[src/rtl/branch_pkg.sv]
// Shared types and constants for the branch-direction predictor.
package branch_pkg;

    localparam logic [6:0] B_TYPE = 7'b1100011;

    localparam logic [1:0] SNT = 2'b00;
    localparam logic [1:0] WNT = 2'b01;
    localparam logic [1:0] WT  = 2'b10;
    localparam logic [1:0] ST  = 2'b11;

    // Wide enough for the largest table; smaller tables zero-extend.
    localparam int IDX_MAX_W = 8;

    typedef struct packed {
        logic                 v;
        logic                 pred;
        logic [IDX_MAX_W-1:0] idx;
    } pred_stage_t;

    localparam pred_stage_t STAGE_CLR = '0;

endpackage

[src/rtl/sat_counter2.sv]
// 2-bit saturating up/down counter step used on the training path.
module sat_counter2
    import branch_pkg::*;
(
    input  logic [1:0] i_ctr,
    input  logic       i_inc,
    output logic [1:0] o_ctr
);

    always_comb begin
        o_ctr = i_ctr;
        if (i_inc) begin
            if (i_ctr != ST) o_ctr = i_ctr + 2'd1;
        end else begin
            if (i_ctr != SNT) o_ctr = i_ctr - 2'd1;
        end
    end

endmodule

[src/rtl/branch_predictor.sv]
// 2-bit counter branch predictor with prediction carried IF/ID -> ID/EX -> EX/MEM
// and retire-time training plus saturating branch / mispredict statistics.
module branch_predictor
    import branch_pkg::*;
#(
    parameter int ENTRIES = 16,
    parameter int IDX_W   = $clog2(ENTRIES)
) (
    input  logic        clk,
    input  logic        rst_n,
    input  logic [31:0] if_pc,
    input  logic        if_valid,
    input  logic        stall,
    input  logic        flush,
    input  logic [6:0]  res_opcode,
    input  logic        res_taken,
    input  logic        stat_clr,
    output logic        predict_taken,
    output logic        pred_ex_mem,
    output logic        mispredict,
    output logic [15:0] branch_cnt,
    output logic [15:0] miss_cnt
);

    logic [1:0]           r_ctr [ENTRIES];
    pred_stage_t          r_id;
    pred_stage_t          r_ex;
    pred_stage_t          r_em;
    logic [15:0]          r_branch_cnt;
    logic [15:0]          r_miss_cnt;

    logic [IDX_W-1:0]     w_if_idx;
    logic [IDX_MAX_W-1:0] w_if_idx_ext;
    logic                 w_pred;
    logic                 w_retire;
    logic                 w_mispredict;
    logic [1:0]           w_em_ctr;
    logic [1:0]           w_em_ctr_nxt;
    logic                 w_unused_pc;

    assign w_if_idx     = if_pc[IDX_W+1:2];
    assign w_if_idx_ext = IDX_MAX_W'(w_if_idx);
    assign w_unused_pc  = ^{if_pc[31:IDX_W+2], if_pc[1:0]};

    // Table read is the registered value: no bypass from the retire path.
    assign w_pred = if_valid & r_ctr[w_if_idx][1];

    assign w_retire     = r_em.v & (res_opcode == B_TYPE) & ~stall;
    assign w_mispredict = w_retire & (r_em.pred != res_taken);

    always_comb begin
        w_em_ctr = WNT;
        for (int i = 0; i < ENTRIES; i++) begin
            if (r_em.idx == IDX_MAX_W'(i)) w_em_ctr = r_ctr[i];
        end
    end

    sat_counter2 u_sat (
        .i_ctr (w_em_ctr),
        .i_inc (res_taken),
        .o_ctr (w_em_ctr_nxt)
    );

    always_ff @(posedge clk or negedge rst_n) begin
        if (!rst_n) begin
            for (int i = 0; i < ENTRIES; i++) r_ctr[i] <= WNT;
        end else if (w_retire) begin
            for (int i = 0; i < ENTRIES; i++) begin
                if (r_em.idx == IDX_MAX_W'(i)) r_ctr[i] <= w_em_ctr_nxt;
            end
        end
    end

    always_ff @(posedge clk or negedge rst_n) begin
        if (!rst_n) begin
            r_id <= STAGE_CLR;
            r_ex <= STAGE_CLR;
            r_em <= STAGE_CLR;
        end else if (flush) begin
            r_id <= STAGE_CLR;
            r_ex <= STAGE_CLR;
            r_em <= STAGE_CLR;
        end else if (!stall) begin
            r_id <= '{v: if_valid, pred: w_pred, idx: w_if_idx_ext};
            r_ex <= r_id;
            r_em <= r_ex;
        end
    end

    always_ff @(posedge clk or negedge rst_n) begin
        if (!rst_n) begin
            r_branch_cnt <= '0;
            r_miss_cnt   <= '0;
        end else if (stat_clr) begin
            r_branch_cnt <= '0;
            r_miss_cnt   <= '0;
        end else if (w_retire) begin
            if (r_branch_cnt != 16'hFFFF) r_branch_cnt <= r_branch_cnt + 16'd1;
            if (w_mispredict && r_miss_cnt != 16'hFFFF) r_miss_cnt <= r_miss_cnt + 16'd1;
        end
    end

    assign predict_taken = w_pred;
    assign pred_ex_mem   = r_em.v & r_em.pred;
    assign mispredict    = w_mispredict;
    assign branch_cnt    = r_branch_cnt;
    assign miss_cnt      = r_miss_cnt;

endmodule

[config.mk]
export PLATFORM = sky130hd
export DESIGN_NAME = branch_predictor
export DESIGN_NICKNAME = d
export VERILOG_FILES = /design/src/rtl/branch_pkg.sv /design/src/rtl/sat_counter2.sv /design/src/rtl/branch_predictor.sv
export SDC_FILE = /design/constraint.sdc
export NUM_CORES = 1
export LEC_CHECK = 0
export CAP_MARGIN = 20
export CORE_MARGIN = 5
export CORE_UTILIZATION = 55
export DETAILED_ROUTE_END_ITERATION = 7
export PLACE_DENSITY = 0.81
export REMOVE_ABC_BUFFERS = 1
export SLEW_MARGIN = 25
export SYNTH_ARGS = -nofsm -noshare
export SYNTH_HDL_FRONTEND = slang
export SYNTH_HIERARCHICAL = 1
export SYNTH_SLANG_ARGS = --single-unit
[constraint.sdc]
create_clock -name clk -period 7.6 [get_ports clk]
set_input_delay 1.52 -clock clk [delete_from_list [all_inputs] [get_ports clk]]
set_output_delay 1.52 -clock clk [all_outputs]
set_load 0.02 [all_outputs]
---- Word level (Yosys, flattened, before mapping) ----
Cells that the tools add are included.
operators by class
  $add $sub $neg .......................... 4
  $lt $le $gt $ge ......................... 1
  eq/ne operators ......................... 21
  mux-type cells .......................... 34
  bitwise gates (word level) .............. 7
  reductions and logical operators ........ 24
operators with widths
  kind                                                                     count
  16-bit two-way mux                                                       6
  8-bit by 4-bit equality test with 1-bit output, second input constant    8
  10-bit two-way mux                                                       6
  2-bit two-way mux                                                        21
  2-bit AND reduction                                                      18
  16-bit by 1-bit adder with 16-bit output, second input constant          2
  8-bit by 3-bit equality test with 1-bit output, second input constant    4
  16-bit inequality test, second input constant                            2
  8-bit by 2-bit equality test with 1-bit output, second input constant    2
  2-bit binary-select mux with 4-bit select                                1
  8-bit by 1-bit equality test with 1-bit output, second input constant    1
  8-bit logical NOT                                                        1
  2-bit nonzero test                                                       4
  7-bit equality test, second input constant                               1
  1-bit bitwise AND                                                        5
  5-bit greater-or-equal comparator, second input constant                 1
  4-bit NOT with 5-bit output                                              1
  2-bit by 1-bit adder with 2-bit output, second input constant            1
  2-bit by 1-bit inequality test with 1-bit output, second input constant  1
  2-bit inequality test, second input constant                             1
  2-bit by 1-bit subtractor with 2-bit output, second input constant       1
  1-bit logical AND                                                        1
  1-bit inequality test                                                    1
  1-bit NOT                                                                1
word-level totals
  flip-flop bits (word level) ............. 94
  word-level logic and storage cells ...... 118

---- Logic depth before layout (Yosys ltp) ----
  word-level depth ........................ 20
  gate-level depth with buffers ........... 10

---- Hierarchy ----
Netlist, hierarchy kept.
modules (own cells, without submodules)
  module            instances  cells each  area each (µm²)
  branch_predictor  1          435         4,578.1
  sat_counter2      1          3           26.3

---- Worst setup path after synthesis ----
Ideal clock, no wire load.
  kind .................................... input to output
  start point ............................. in if_pc[3]
  end point ............................... out predict_taken
  data arrival time ....................... 2,622 ps
  required time ........................... 6,080 ps
  slack ................................... 3,458 ps
  cell stages on the path ................. 5
  path through ............................ clkbuf_1 mux4_2 or2_2 nand3_1 nand2_1
between the ends
  longest elaborated chain between the ends .. 5
RTL lines
  item                                                  RTL line                source
  start: declaration                                    branch_predictor.sv:11  input logic [31:0] if_pc,
  4-bit NOT with 5-bit output (not written as such)     branch_predictor.sv:46  assign w_pred = if_valid & r_ctr[w_if_idx][1];
  2-bit binary-select mux with 4-bit select             branch_predictor.sv:46
  2-bit two-way mux (not written as such) (2 in a row)  branch_predictor.sv:46
  1-bit bitwise AND                                     branch_predictor.sv:46
  end: declaration                                      branch_predictor.sv:18  output logic predict_taken,
Every way passes these cells. The select of a mux whose other input is x is not followed.

---- Worst setup path in the final report ----
  start point ............................. in stall
  end point ............................... out mispredict
between the ends
  longest elaborated chain between the ends .. 3
RTL lines
  item                RTL line                source
  start: declaration  branch_predictor.sv:13  input logic stall,
  1-bit NOT           branch_predictor.sv:48  assign w_retire = r_em.v & (res_opcode == B_TYPE) & ~stall;
  1-bit bitwise AND   branch_predictor.sv:48
  1-bit bitwise AND   branch_predictor.sv:49  assign w_mispredict = w_retire & (r_em.pred != res_taken);
  end: declaration    branch_predictor.sv:20  output logic mispredict,
Every way passes these cells.

==> run metrics <==
Slowest cell on crit path clkdlybuf4s50_1; Die Y 101 um; share of cells above drive strength 1 0.185; routability congestion estimate 0.834; DRT iter0 DRCs 199; register area 2070 um2; CP most frequent cell clkdlybuf4s50_1; Total Routing Usage GR 0.208; f_max around 180 MHz; Die Wd 101 um; Hold Crit Class reg -> reg; Power Dens Cells 148 nW/um2; DR pass1 iterations 5; Post-Synthesis Cells around 440; # resized after CTS 0; Reg2Reg Depth 6; Crit Reg-Reg Startpoint r_em[0]$_DFFE_PN0P_; period utilization 0.728; RR Endpoint r_ctr[7]$_DFFE_PN0P_; Worst-path clk slew 0.09 ns; final hold violations 0; DRC 0; vias in the first global route 3415; number of routed nets with antenna violations 0; Reg power frac 0.560; worst hold path depth 1; unrepaired setup endpoints after global routing no; clock buffer depth 2; clock root buffer clkbuf_8; Worst Setup Path Type in -> out; Routed wire per std cell 17.4 um; cell internal pwr about 590 uW; reg2reg setup slack 4.73 ns; Sw Share 0.255; crit path DAT 4.01 ns; Seq cells post-synth 82; Cell variety after synth 56; Row Count 33; Leak 2.24 nW; final net count 523; gr busiest metal met2; Async S/R FF share, synth 1.00; Vias 3578; pin count of the biggest net entering global routing 83; Placed Area 5160 um2; combinational fraction of design power 0.060; H-tree Lvls 3; Clock power frac 0.380; crit path max fanout 19; CTS tree built; IO Pins 81; total wire length 10200 um; met3 Usage GRT 0.0275; Setup TNS Final 0 ns; hold worst-path end r_ctr[15]$_DFFE_PN0P_; DP HPWL 6880 um; core area roughly 8200 um2; hold_buf cts 0; # diodes 0; Hold Path Origin r_ctr[15]$_DFFE_PN0P_; Starting Density 0.563; met2 usage 0.331; Multi-input gate area 2380 um2; FILL cells 652; Sw Pwr 202 uW; initial antenna violation count 0; Finish-stage setup viols 0; CTS Buf Count 9; synthesis warning total 6; met1 Use GR 0.295; Max Cap Viol 0; status finished, final reports clean; cell area after synthesis 4600 um2; ys flop type dfrtp_1; critical-path cell list clkdlybuf4s50_1 -> and4bb_2 -> nand4_1 -> buf_4 -> inv_1 -> clkdlybuf4s50_1; CP Launch Type input port; post-CTS setup buffers 0; PortBufs 52; area grow syn2layout 16.2%; Crit. End Element primary output; Rel. slew slack 0.310; vias per cell 6.12; first-pass GRT wire length 17200 um; clk_lat worst skew 0.36 ns; worst endpoint required time 6.08 ns; Crit path largest cell delay 0.93 ns; Post-synth EDFFs 0; fin crit period 5.53 ns; clock sink count 82; register area share after synthesis 0.450; Worst Skew 0.0164 ns; total grt overflow 0; Worst-Margin Slew 1.03 ns; Avg Cell Area, Syn ~11 um2; final hold slack 0.526 ns; Final Max Tran Viols 0; peak supply drop 75.9 uV; die footprint 10300 um2; design area 5350 um2
==> cell usage in the layout, fill, tap and decap left out, types with 9 or more instances in the layout <==
master           synthesis  final
dfrtp_1                 66     66
clkdlybuf4s50_1          0     51
nor2_1                  45     45
mux2_2                  36     36
mux2i_1                 25     25
nor2b_1                 23     23
nand2_1                 18     18
mux2_1                  17     17
dfstp_2                 16     16
nor3_1                  13     13
inv_1                   12     12
nand3_1                 11     11
nand4_1                 10     10
a21oi_1                 10     10
clkbuf_8                 0     10
nor4_1                  10      9
==> cell usage after synthesis, types with 2 or more instances <==
| master | number | area, um2 |
|---|---|---|
| dfstp_2 | 16 | 420 |
| buf_1 | 3 | 11.3 |
| inv_1 | 12 | 45.0 |
| mux2_1 | 17 | 191 |
| o2111ai_1 | 2 | 17.5 |
| mux2i_1 | 25 | 250 |
| nor4b_1 | 3 | 26.3 |
| nor2_1 | 45 | 169 |
| clkbuf_1 | 21 | 78.8 |
| nor4_1 | 10 | 62.6 |
| maj3_2 | 2 | 22.5 |
| o211a_1 | 2 | 20.0 |
| a31oi_1 | 2 | 12.5 |
| or4_1 | 8 | 60.1 |
| or2_2 | 3 | 18.8 |
| or3_1 | 7 | 43.8 |
| and4_1 | 3 | 26.3 |
| mux2_4 | 2 | 30.0 |
| nor2b_1 | 23 | 144 |
| and3_1 | 3 | 18.8 |
| o21ai_0 | 8 | 40.0 |
| nor3_1 | 13 | 65.1 |
| nand4_1 | 10 | 62.6 |
| a2111oi_0 | 3 | 26.3 |
| nand3_1 | 11 | 55.1 |
| ha_1 | 2 | 25.0 |
| buf_2 | 3 | 15.0 |
| nand2_1 | 18 | 67.6 |
| mux2_2 | 36 | 405 |
| dfrtp_1 | 66 | 1650 |
| nand2b_1 | 6 | 37.5 |
| a211oi_1 | 8 | 60.1 |
| mux4_2 | 5 | 113 |
| a21oi_1 | 10 | 50.1 |
| o41ai_1 | 4 | 35.0 |
| and2_1 | 3 | 18.8 |
| o31ai_1 | 3 | 22.5 |
| o311ai_0 | 2 | 17.5 |
==> power groups by stage <==
stage               logic (mW)  clock network (mW)  registers, mW
finish                  0.0476               0.301          0.443
CTS                     0.0481               0.306          0.443
global route            0.0539               0.325          0.444
global placement        0.0466                   0          0.451
detailed placement      0.0478                   0          0.452
floorplan               0.0170                   0          0.450
==> worst max-delay path by stage <==
| stage | startpoint | end | slack [ns] |
|---|---|---|---|
| floorplan | stall | mispredict | 3.57 |
| finish | stall | mispredict | 2.07 |
| detailed placement | stall | mispredict | 2.04 |
| CTS | stall | mispredict | 2.04 |
| global placement | stall | mispredict | 2.07 |
| global route | stall | mispredict | 1.93 |
==> layout make-up <==
cell class | instances | share of cell area
Multi-Input combinational cell | 316 | 0.444
Sequential cell | 82 | 0.387
Timing Repair Buffer | 54 | 0.100
Clock buffer | 10 | 0.0257
Tap cell | 105 | 0.0246
Clock inverter | 6 | 0.00912
Inverter | 12 | 0.00842
==> cell families (layout without fill, tap and decap cells) <==
logic type	Yosys count	count (layout)	share of synthesized area
multiplexers	85	85	0.215
AND/OR/NAND/NOR	176	176	0.212
XOR/XNOR	1	1	0.00190
AO/OA/AOI/OAI	50	50	0.0761
adder cells (fa/ha/maj)	4	4	0.0103
buffers and inverters	40	82	0.0351
flip-flops	82	82	0.450
==> flip-flops by register name, summed over array words and instances, names as in the netlist <==
signal      cells
branch_cnt     16
miss_cnt       16
r_ctr          32
r_em            6
r_ex            6
r_id            6
==> critical path: cells and delay by family <==
kind,cells,cell delay (ns)
simple gates,2,0.69
buf+inv,4,1.79
==> per-layer routing <==
| metal | share of wire | up-vias | routed length, um |
|---|---|---|---|
| met2 | 0.49 | 112 | 4980 |
| met3 | 0.048 | 19 | 492 |
| met4 | 0.016 | 0 | 160 |
| met1 | 0.45 | 1764 | 4520 |
| met5 | 0 | - | 0 |
| li1 | - | 1683 | - |
==> metrics by stage <==
step,total power [mW],utilization,instances,setup WS [ns]
4_1_cts,0.798,0.654,585,2.04
3_3_place_gp,0.498,0.630,569,2.07
2_1_floorplan,0.468,-,410,3.57
5_1_grt,0.823,0.654,585,1.93
3_5_place_dp,0.499,0.631,569,2.04
6_report,0.792,0.654,585,2.07
Note: power is estimated with default switching activity, not from simulation.
